### config.mk
export PLATFORM = sky130hd
export DESIGN_NAME = jtpopeye_prog_sdram_flat
export DESIGN_NICKNAME = d
export VERILOG_FILES = /design/src/rtl/jtpopeye_prog_pkg.sv /design/src/rtl/jtpopeye_prog_sdram_if.sv /design/src/rtl/jtpopeye_prog_fifo.sv /design/src/rtl/jtpopeye_prog_sdram.sv /design/src/flat_wrapper.sv
export SDC_FILE = /design/constraint.sdc
export NUM_CORES = 1
export LEC_CHECK = 0
export ABC_AREA = 1
export ABC_CLOCK_PERIOD_IN_PS = 2700
export CAP_MARGIN = 20
export CORE_MARGIN = 1
export CORE_UTILIZATION = 30
export CTS_CLUSTER_SIZE = 12
export DETAILED_ROUTE_END_ITERATION = 8
export GPL_TIMING_DRIVEN = 0
export MAX_ROUTING_LAYER = met4
export SLEW_MARGIN = 20
export SYNTH_ARGS = -nofsm -noshare
export SYNTH_HDL_FRONTEND = slang
export SYNTH_HIERARCHICAL = 1
export SYNTH_SLANG_ARGS = --single-unit
### constraint.sdc
create_clock -name clk_rom -period 2.7 [get_ports clk_rom]
set_clock_uncertainty 0.05 [all_clocks]
set_input_delay 0.27 -clock clk_rom [delete_from_list [all_inputs] [get_ports clk_rom]]
set_output_delay 0.27 -clock clk_rom [all_outputs]
set_load 0.02 [all_outputs]
### src/rtl/jtpopeye_prog_pkg.sv
// Shared definitions for the ROM-download-to-SDRAM write queue.
//   state_t      : request FSM encoding (IDLE waits for a queued entry,
//                  REQ holds a write request until the controller acks it)
//   DQM_RST      : byte-mask value presented while no write is pending
//   ENTRY_EXTRA  : bits stored per queue entry beyond the address (8 data + 2 mask)
//   entry_w()    : full queue entry width for a given address width
package jtpopeye_prog_pkg;

  typedef enum logic {
    ST_IDLE = 1'b0,
    ST_REQ  = 1'b1
  } state_t;

  localparam logic [1:0] DQM_RST     = 2'b11;
  localparam int         ENTRY_EXTRA = 8 + 2;

  function automatic int entry_w(input int aw);
    return aw + ENTRY_EXTRA;
  endfunction

endpackage

### src/rtl/jtpopeye_prog_sdram_if.sv
// Bus bundle between the download splitter, the write queue and the SDRAM
// controller.
//   prog_*     : one-cycle write strobe with word address, byte and active-low mask
//   sdram_*    : registered write request towards the SDRAM controller
// Handshake: sdram_wr_req is a valid that stays high, with address/data/mask
// stable, until the cycle in which sdram_ack (the ready) is seen high; that
// cycle completes the transfer. An ack while no request is up means nothing.
// modport slave  : the write queue
// modport master : the download side plus controller (the testbench)
interface jtpopeye_prog_sdram_if #(
  parameter int AW = 22
);
  logic [AW-1:0] prog_addr;
  logic [7:0]    prog_data;
  logic [1:0]    prog_mask;
  logic          prog_we;
  logic [AW-1:0] sdram_addr;
  logic [15:0]   sdram_din;
  logic [1:0]    sdram_dqm;
  logic          sdram_wr_req;
  logic          sdram_ack;

  modport slave (
    input  prog_addr, prog_data, prog_mask, prog_we, sdram_ack,
    output sdram_addr, sdram_din, sdram_dqm, sdram_wr_req
  );

  modport master (
    output prog_addr, prog_data, prog_mask, prog_we, sdram_ack,
    input  sdram_addr, sdram_din, sdram_dqm, sdram_wr_req
  );
endinterface

### src/rtl/jtpopeye_prog_fifo.sv
// Small synchronous FIFO with a combinational (show-ahead) read port.
// Ports:
//   clk_i, rst_i : clock, synchronous active-high reset (empties the FIFO)
//   push_i       : write din_i this cycle (caller guarantees room or a pop)
//   pop_i        : discard the head this cycle (caller guarantees non-empty)
//   dout_o       : head entry, valid whenever empty_o is low
//   full_o       : DEPTH entries stored
//   empty_o      : nothing stored
module jtpopeye_prog_fifo #(
  parameter int DEPTH = 4,
  parameter int W     = 32
) (
  input  logic         clk_i,
  input  logic         rst_i,
  input  logic         push_i,
  input  logic         pop_i,
  input  logic [W-1:0] din_i,
  output logic [W-1:0] dout_o,
  output logic         full_o,
  output logic         empty_o
);
  localparam int IW = $clog2(DEPTH);

  // One extra pointer bit tells a full ring from an empty one.
  logic [IW:0]  wr_q, rd_q;
  logic [W-1:0] mem_q [DEPTH];

  always_ff @(posedge clk_i) begin
    if (rst_i) begin
      wr_q <= '0;
      rd_q <= '0;
    end else begin
      if (push_i) wr_q <= wr_q + 1'b1;
      if (pop_i)  rd_q <= rd_q + 1'b1;
    end
  end

  // Storage carries no reset; the pointers alone define its contents.
  always_ff @(posedge clk_i) begin
    if (push_i) mem_q[wr_q[IW-1:0]] <= din_i;
  end

  assign dout_o  = mem_q[rd_q[IW-1:0]];
  assign empty_o = (wr_q == rd_q);
  assign full_o  = (wr_q[IW] != rd_q[IW]) && (wr_q[IW-1:0] == rd_q[IW-1:0]);
endmodule

### src/rtl/jtpopeye_prog_sdram.sv
// Queues ROM download write strobes and replays them as held SDRAM write
// requests, so no byte is lost while the controller is busy.
// Ports:
//   clk_rom     : clock shared with the download path
//   rst         : synchronous active-high reset; abandons queue and request
//   downloading : high during a download; edges drive done/overflow/checksum
//   bus         : prog_* strobe in, sdram_* request out (see interface)
//   busy        : queue not empty or request outstanding
//   overflow    : sticky, a strobe was dropped because the queue was full
//   done        : one-cycle pulse once a finished download has fully drained
//   chksum      : wrapping 16-bit sum of accepted bytes
//                 (only with JTPOPEYE_PROG_CHECKSUM_EN defined)
//   state_dbg   : current request FSM state
module jtpopeye_prog_sdram
  import jtpopeye_prog_pkg::*;
#(
  parameter int AW    = 22,
  parameter int DEPTH = 4
) (
  input  logic                  clk_rom,
  input  logic                  rst,
  input  logic                  downloading,
  jtpopeye_prog_sdram_if.slave  bus,
  output logic                  busy,
  output logic                  overflow,
  output logic                  done,
`ifdef JTPOPEYE_PROG_CHECKSUM_EN
  output logic [15:0]           chksum,
`endif
  output state_t                state_dbg
);
  localparam int EW = entry_w(AW);

  state_t        state_q;
  logic [AW-1:0] addr_q;
  logic [15:0]   din_q;
  logic [1:0]    dqm_q;
  logic          req_q;
  logic          dl_q, pending_q, pending_d, overflow_q, overflow_d;
  logic          push, pop, full, empty, dl_rise, dl_fall;
  logic [EW-1:0] fifo_din, fifo_dout;

  // The head stays in the FIFO while its request is out; it leaves on ack.
  assign pop      = (state_q == ST_REQ) && bus.sdram_ack;
  // A full queue can still take a strobe when the head retires this cycle.
  assign push     = bus.prog_we && (!full || pop);
  assign fifo_din = {bus.prog_addr, bus.prog_data, bus.prog_mask};

  jtpopeye_prog_fifo #(
    .DEPTH (DEPTH),
    .W     (EW)
  ) u_fifo (
    .clk_i   (clk_rom),
    .rst_i   (rst),
    .push_i  (push),
    .pop_i   (pop),
    .din_i   (fifo_din),
    .dout_o  (fifo_dout),
    .full_o  (full),
    .empty_o (empty)
  );

  always_ff @(posedge clk_rom) begin
    if (rst) begin
      state_q <= ST_IDLE;
      req_q   <= 1'b0;
      addr_q  <= '0;
      din_q   <= '0;
      dqm_q   <= DQM_RST;
    end else begin
      case (state_q)
        ST_IDLE: begin
          if (!empty) begin
            addr_q  <= fifo_dout[EW-1 -: AW];
            din_q   <= {2{fifo_dout[9:2]}};
            dqm_q   <= fifo_dout[1:0];
            req_q   <= 1'b1;
            state_q <= ST_REQ;
          end
        end
        ST_REQ: begin
          if (bus.sdram_ack) begin
            req_q   <= 1'b0;
            state_q <= ST_IDLE;
          end
        end
        default: state_q <= ST_IDLE;
      endcase
    end
  end

  assign dl_rise = downloading && !dl_q;
  assign dl_fall = !downloading && dl_q;
  // Empty implies IDLE, but both are kept so the intent reads directly.
  assign done    = pending_q && empty && (state_q == ST_IDLE);

  always_comb begin
    pending_d = pending_q;
    if (dl_rise)      pending_d = 1'b0;
    else if (dl_fall) pending_d = 1'b1;
    else if (done)    pending_d = 1'b0;

    overflow_d = overflow_q;
    if (dl_rise)                 overflow_d = 1'b0;
    if (bus.prog_we && !push)    overflow_d = 1'b1;
  end

  always_ff @(posedge clk_rom) begin
    if (rst) begin
      dl_q       <= 1'b0;
      pending_q  <= 1'b0;
      overflow_q <= 1'b0;
    end else begin
      dl_q       <= downloading;
      pending_q  <= pending_d;
      overflow_q <= overflow_d;
    end
  end

`ifdef JTPOPEYE_PROG_CHECKSUM_EN
  logic [15:0] chksum_q, chksum_d;

  // A new download restarts the sum even if a byte arrives in that cycle.
  always_comb begin
    chksum_d = chksum_q;
    if (dl_rise)   chksum_d = '0;
    else if (push) chksum_d = chksum_q + {8'd0, bus.prog_data};
  end

  always_ff @(posedge clk_rom) begin
    if (rst) chksum_q <= '0;
    else     chksum_q <= chksum_d;
  end

  assign chksum = chksum_q;
`endif

  assign bus.sdram_addr   = addr_q;
  assign bus.sdram_din    = din_q;
  assign bus.sdram_dqm    = dqm_q;
  assign bus.sdram_wr_req = req_q;
  assign busy             = !empty || (state_q == ST_REQ);
  assign overflow         = overflow_q;
  assign state_dbg        = state_q;
endmodule

### src/flat_wrapper.sv
// flat-port wrapper written by rule: the top's interface ports become plain ports
module jtpopeye_prog_sdram_flat import jtpopeye_prog_pkg::*;
#(
  parameter int AW    = 22,
  parameter int DEPTH = 4
)
  (clk_rom, rst, downloading, busy, overflow, done, state_dbg, bus_prog_addr, bus_prog_data, bus_prog_mask, bus_prog_we, bus_sdram_ack, bus_sdram_addr, bus_sdram_din, bus_sdram_dqm, bus_sdram_wr_req);
  jtpopeye_prog_sdram_if #(.AW(AW)) bus_i ();
  input  logic clk_rom;
  input  logic rst;
  input  logic downloading;
  output logic busy;
  output logic overflow;
  output logic done;
  output state_t state_dbg;
  input wire logic [$bits(bus_i.prog_addr)-1:0] bus_prog_addr;
  input wire logic [$bits(bus_i.prog_data)-1:0] bus_prog_data;
  input wire logic [$bits(bus_i.prog_mask)-1:0] bus_prog_mask;
  input wire logic [$bits(bus_i.prog_we)-1:0] bus_prog_we;
  input wire logic [$bits(bus_i.sdram_ack)-1:0] bus_sdram_ack;
  output wire logic [$bits(bus_i.sdram_addr)-1:0] bus_sdram_addr;
  output wire logic [$bits(bus_i.sdram_din)-1:0] bus_sdram_din;
  output wire logic [$bits(bus_i.sdram_dqm)-1:0] bus_sdram_dqm;
  output wire logic [$bits(bus_i.sdram_wr_req)-1:0] bus_sdram_wr_req;
  assign bus_i.prog_addr = bus_prog_addr;
  assign bus_i.prog_data = bus_prog_data;
  assign bus_i.prog_mask = bus_prog_mask;
  assign bus_i.prog_we = bus_prog_we;
  assign bus_i.sdram_ack = bus_sdram_ack;
  assign bus_sdram_addr = bus_i.sdram_addr;
  assign bus_sdram_din = bus_i.sdram_din;
  assign bus_sdram_dqm = bus_i.sdram_dqm;
  assign bus_sdram_wr_req = bus_i.sdram_wr_req;
  jtpopeye_prog_sdram #(.AW(AW), .DEPTH(DEPTH)) u_core (.clk_rom(clk_rom), .rst(rst), .downloading(downloading), .bus(bus_i), .busy(busy), .overflow(overflow), .done(done), .state_dbg(state_dbg));
endmodule
* Word level (Yosys, flattened, before mapping)
Memories as Yosys holds them, arrays and structs flattened. A register that Yosys moved wholly into a read port is not among the register bits. Cells that the tools add are included.
Word-level totals: register bits 51, logic and storage cells 54, output and inout bits 45, input port bits 37, memories 1, RAM bits 128
Operators by class: multiplexer cells 14, bitwise gates (word level) 2, add/sub/neg operators 2, reduce and logical (&&, ||, !) cells 20, equality and inequality tests 5
Memories:
- u_core.u_fifo.mem_q | depth 4, width 32, read ports 1, clocked after memory_dff 1, write ports 1, RTL line jtpopeye_prog_fifo.sv:26 | logic [W-1:0] mem_q [DEPTH];
Operators with widths (count):
- two-way mux 1 bit | 10
- logical AND 1 bit | 8
- adder 3 x 1 -> 3 bit, second input constant | 2
- logical NOT 1 bit | 5
- two-way mux 2 bit | 2
- inequality test 2 bit, second input constant | 2
- one-hot mux 1 bit (2 select lines) | 2
- AND reduction 2 bit | 2
- nonzero test 2 bit | 2
- == test 3 bit | 1
- == test 2 bit | 1
- logical OR 1 bit | 2
- inverter 1 bit | 2
- OR reduction 2 bit | 1
- inequality test 1 bit | 1

* Longest topological paths before layout
depth in word-level cells 8, mapped depth 11, mapped depth without buffers 11

* Cells and area by module
The synthesis kept the hierarchy.
Modules (own cells, without submodules):
- jtpopeye_prog_fifo | sequential area each 4003.8 µm², cells an instance 427, area each 5544.1 µm², instances 1
- jtpopeye_prog_sdram | sequential area each 740.7 µm², cells an instance 175, area each 1387.6 µm², instances 1

* Least setup slack after synthesis
Ideal clock, no wire load.
kind flip-flop to flip-flop, start point register u_core.state_q, in the netlist u_core/state_dbg, end point memory u_core.u_fifo.mem_q[3][0] (enable), period minus slack after synthesis 2.232 ns, data arrival time 1.794 ns, stages on the path, launching flop included 5, setup slack 0.468 ns, buffers on the path 0, library setup time 0.388 ns, data required time 2.262 ns, path through dfxtp_1 -> nand2_1 -> a21boi_0 -> nand2_1 -> inv_1
On the way: cells in the longest elaborated chain, start to end 5
Ends and longest elaborated chain:
- from (decl) | RTL line jtpopeye_prog_sdram.sv:34 | state_t state_q;
- from (signal assigned) | RTL line jtpopeye_prog_sdram.sv:65 | state_q <= ST_IDLE;
- from (signal assigned) | RTL line jtpopeye_prog_sdram.sv:78 | state_q <= ST_REQ;
- from (signal assigned) | RTL line jtpopeye_prog_sdram.sv:84 | state_q <= ST_IDLE;
- logical AND 1 bit | RTL line jtpopeye_prog_sdram.sv:44 | assign pop = (state_q == ST_REQ) && bus.sdram_ack;
- logical OR 1 bit | RTL line jtpopeye_prog_sdram.sv:46 | assign push = bus.prog_we && (!full || pop);
- logical AND 1 bit | RTL line jtpopeye_prog_sdram.sv:46
- via u_core.push | RTL line jtpopeye_prog_sdram.sv:40 | logic push, pop, full, empty, dl_rise, dl_fall;
- two-way mux 1 bit | RTL line jtpopeye_prog_fifo.sv:40 | if (push_i) mem_q[wr_q[IW-1:0]] <= din_i;
- two-way mux 1 bit (not written as such) | RTL line jtpopeye_prog_fifo.sv:40
- to (decl) | RTL line jtpopeye_prog_fifo.sv:26
The timed path passes the listed nets, and every way through them passes these cells.

* Worst setup path in the final report
start point register u_core.u_fifo.wr_q[0], end point output port done
On the way: cells in the longest elaborated chain, start to end 3
Ends and longest elaborated chain:
- from (decl) | RTL line jtpopeye_prog_fifo.sv:25 | logic [IW:0] wr_q, rd_q;
- from (signal assigned) | RTL line jtpopeye_prog_fifo.sv:33 | if (push_i) wr_q <= wr_q + 1'b1;
- == test 3 bit | RTL line jtpopeye_prog_fifo.sv:44 | assign empty_o = (wr_q == rd_q);
- via u_core.empty | RTL line jtpopeye_prog_sdram.sv:40
- logical AND 1 bit (2 in series) | RTL line jtpopeye_prog_sdram.sv:95 | assign done = pending_q && empty && (state_q == ST_IDLE);
- to (decl) | RTL line flat_wrapper.sv:14 | output logic done;
The timed path passes the listed nets, and every way through them passes these cells.

==> results.md <==
- Worst Max-Slew Pin Slew: between 0.6 and 0.7 ns
- Period utilisation layout: 0.9258
- Gr ovfl total: 0
- Hold Crit Depth: 3
- Setup-failing EPs final: 0
- Vias in the first global route: 4410
- Top Usage Layer GRT: met2
- Met3 usage: 0.03861
- Design area: approximately 8700 um2
- Site Rows: between 50 and 60
- Initial core utilization: 0.3062
- Dpl cells: between 900 and 1000
- Fill cell count: approximately 2200
- M2 GR Usage: 0.2377
- Fin. Hold Viols: 0
- CTS H-Tree Depth: 4
- N_diodes: 0
- Post-layout min period: about 2.5 ns
- Layout overhead on the synthesized area: 25.83%
- Yosys Warn Count: 6
- Overall power: just under 7000 uW
- Detail Placement HPWL: approximately 11000 um
- Vias: 4545
- CTS tree: done
- Synth Cell Area: between 6000 and 7000 um2
- Largest net degree at the start of global routing: 25
- Slew headroom: 0.5633
- Clock Sink Count: between 150 and 200
- WP data required: roughly 2.4 ns
- CTS max path bufs: 2
- Worst R2R Path Depth: 9
- Syn_nets: 644
- Biggest area consumer among synthesized cells: edfxtp_1
- Port Buffers: between 80 and 90
- Final worst slack: 0.2002 ns
- Cts repair resizes: 0
- Initial antenna violation count: 0
- Peak VDD IR: approximately 0.41 mV
- Leakage: between 0.003 and 0.004 uW
- RSZ-0062 raised after global routing: false
- Post-synthesis cell type count: 21
- Yosys reg bits: approximately 170
- Status: completed
- Vias per inst: around 4.5
- Fin nets: 748
- CP Class: reg2out
- Synthesized area per cell: 11.51 um2
- CTS buffer count: 17
- Area after DPL: between 8000 and 9000 um2
- Layout cells sized above 1: 0.1210
- Crit start category: flip-flop
- Hold Crit Class: in2reg
- Syn Inst Count: roughly 600
- Routed len/inst: roughly 16 um
- Crit end category: output pin
- Worst path arrival time: 2.18 ns
- Drt first pass iters: 5
- Post-synthesis sequential area ratio: 0.6845
- Antenna-violating nets left: 0
- Top cell type's share of synthesized area: 0.5545
- Ports: 82
- Core Footprint: between 20000 and 25000 um2
- GRT Total Usage: 0.1461
- Top post-synthesis cells by area: edfxtp_1 (55%), dfxtp_1 (13%), nand2_1 (6.5%), o211ai_1 (6.3%), inv_1 (4.3%)
- Setup Buffers After CTS: 0
- Final Wtd Congestion: ~0.74
- Die span in x: 154.0 um
- DRT iter0 DRCs: roughly 280
- Root buf cell: clkbuf_16
- Post-CTS Hold Buffers: 0
- DIE AREA: approximately 24000 um2
- Crit path max fanout: 5
- Max Cap Violations: 0
- Finished Layout Cells: roughly 1000
- Total wire length: 16130 um
- Final Max Slew Viols: 0
- First-pass GRT wire length: about 25000 um
- Worst-path clk slew: about 0.06 ns
- Chip height: about 150 um
- GRT met1 Usage: 0.1747
- Setup Slack @ Placement: between 0.2 and 0.3 ns
- Pwr/cell area: 778.3 nW/um2
- Post-route DRC: 0
- Worst-Skew Late Latency: 0.43 ns
- Max Freq: between 0.4 and 0.5 GHz
==> critical path, cell delays in order, from the launching register on <==
cell and delay [ns]:
dfxtp_1 0.34, inv_1 0.14, nand2_1 0.08, nand2_1 0.05
nand2_1 0.07, nor2_1 0.29, nand2_1 0.09, nor2_1 0.09
clkdlybuf4s50_1 0.61
==> power by group <==
group / internal (uW) / total [uW] / switching, uW
Combinational: 601 / 1400 / 804
Clock: 1220 / 2200 / 981
Sequential: 3070 / 3190 / 115
==> per-layer routing <==
metal,vias to the layer above,part of all wire
met4,0,0.012
li1,2225,-
met1,2157,0.44
met3,19,0.064
met2,144,0.48
met5,-,0
==> cells by family after synthesis <==
family / share of synthesized area
fa+ha+maj: 0.009025
simple gates: 0.1090
xor+xnor: 0.003791
flops: 0.6845
compound gates: 0.1036
buf+inv: 0.09007
==> synthesized netlist by cell type (all sizes together) <==
cell type / count
xnor2: 3
ha: 5
o21ai: 33
inv: 82
buf: 36
a21oi: 7
clkbuf: 2
dfxtp: 45
edfxtp: 128
nand2: 120
o211ai: 64
nor2: 72
nand3: 4
a21boi: 1
==> sequential cells by signal, summed over array words and instances (netlist names), 2 cells and up, named ones only <==
| signal | cells |
|---|---|
| u_core/bus.sdram_addr | 22 |
| u_core/bus.sdram_dqm | 2 |
| u_core/u_fifo/rd_q | 3 |
| u_core/u_fifo/wr_q | 3 |
| u_core/bus.sdram_din | 8 |
| u_core/u_fifo/mem_q | 128 |
==> stage by stage <==
| stage | hold WS [ns] | TNS (ns) | utilization |
|---|---|---|---|
| 6_report | 0.3787 | 0 | 0.3852 |
| 5_1_grt | 0.4129 | 0 | 0.3852 |
| 4_1_cts | 0.3711 | 0 | 0.3852 |
| 3_5_place_dp | 0.4012 | 0 | 0.3619 |
| 3_3_place_gp | 0.3895 | -46.84 | 0.3577 |
| 2_1_floorplan | 0.2891 | 0 | - |
==> final cells by class <==
cell class	instances	area, um2	share of cell area
buffer	38	316.6	0.03629
clock buffer	21	460.4	0.05279
clock inverter	11	67.56	0.007746
inverter	82	307.8	0.03529
multi-input combinational	309	1563	0.1792
sequential	173	4745	0.5440
tap	285	356.6	0.04088
timing repair buffer	85	905.9	0.1039
==> path summary, 6_finish.rpt <==
path                          from                   endpoint  slack (ns)
max          u_core/u_fifo/wr_q[0]                       done        0.20
min                    downloading                u_core/dl_q        0.38
max reg2reg  u_core/u_fifo/wr_q[0]  u_core/u_fifo/mem_q[1][1]        0.40
min reg2reg       u_core/pending_q           u_core/pending_q        0.41
==> cell usage in the layout, fill, tap and decap left out, drive strengths merged <==
cell	count
edfxtp	128
xnor2	3
nand2	120
clkinv	8
a21boi	1
nand3	4
ha	5
buf	40
inv	83
clkinvlp	2
clkdlybuf4s50	81
o211ai	64
a21oi	7
o21ai	33
clkbuf	23
dfxtp	45
nor2	72
No activity file was read; power rests on OpenSTA's default activity.
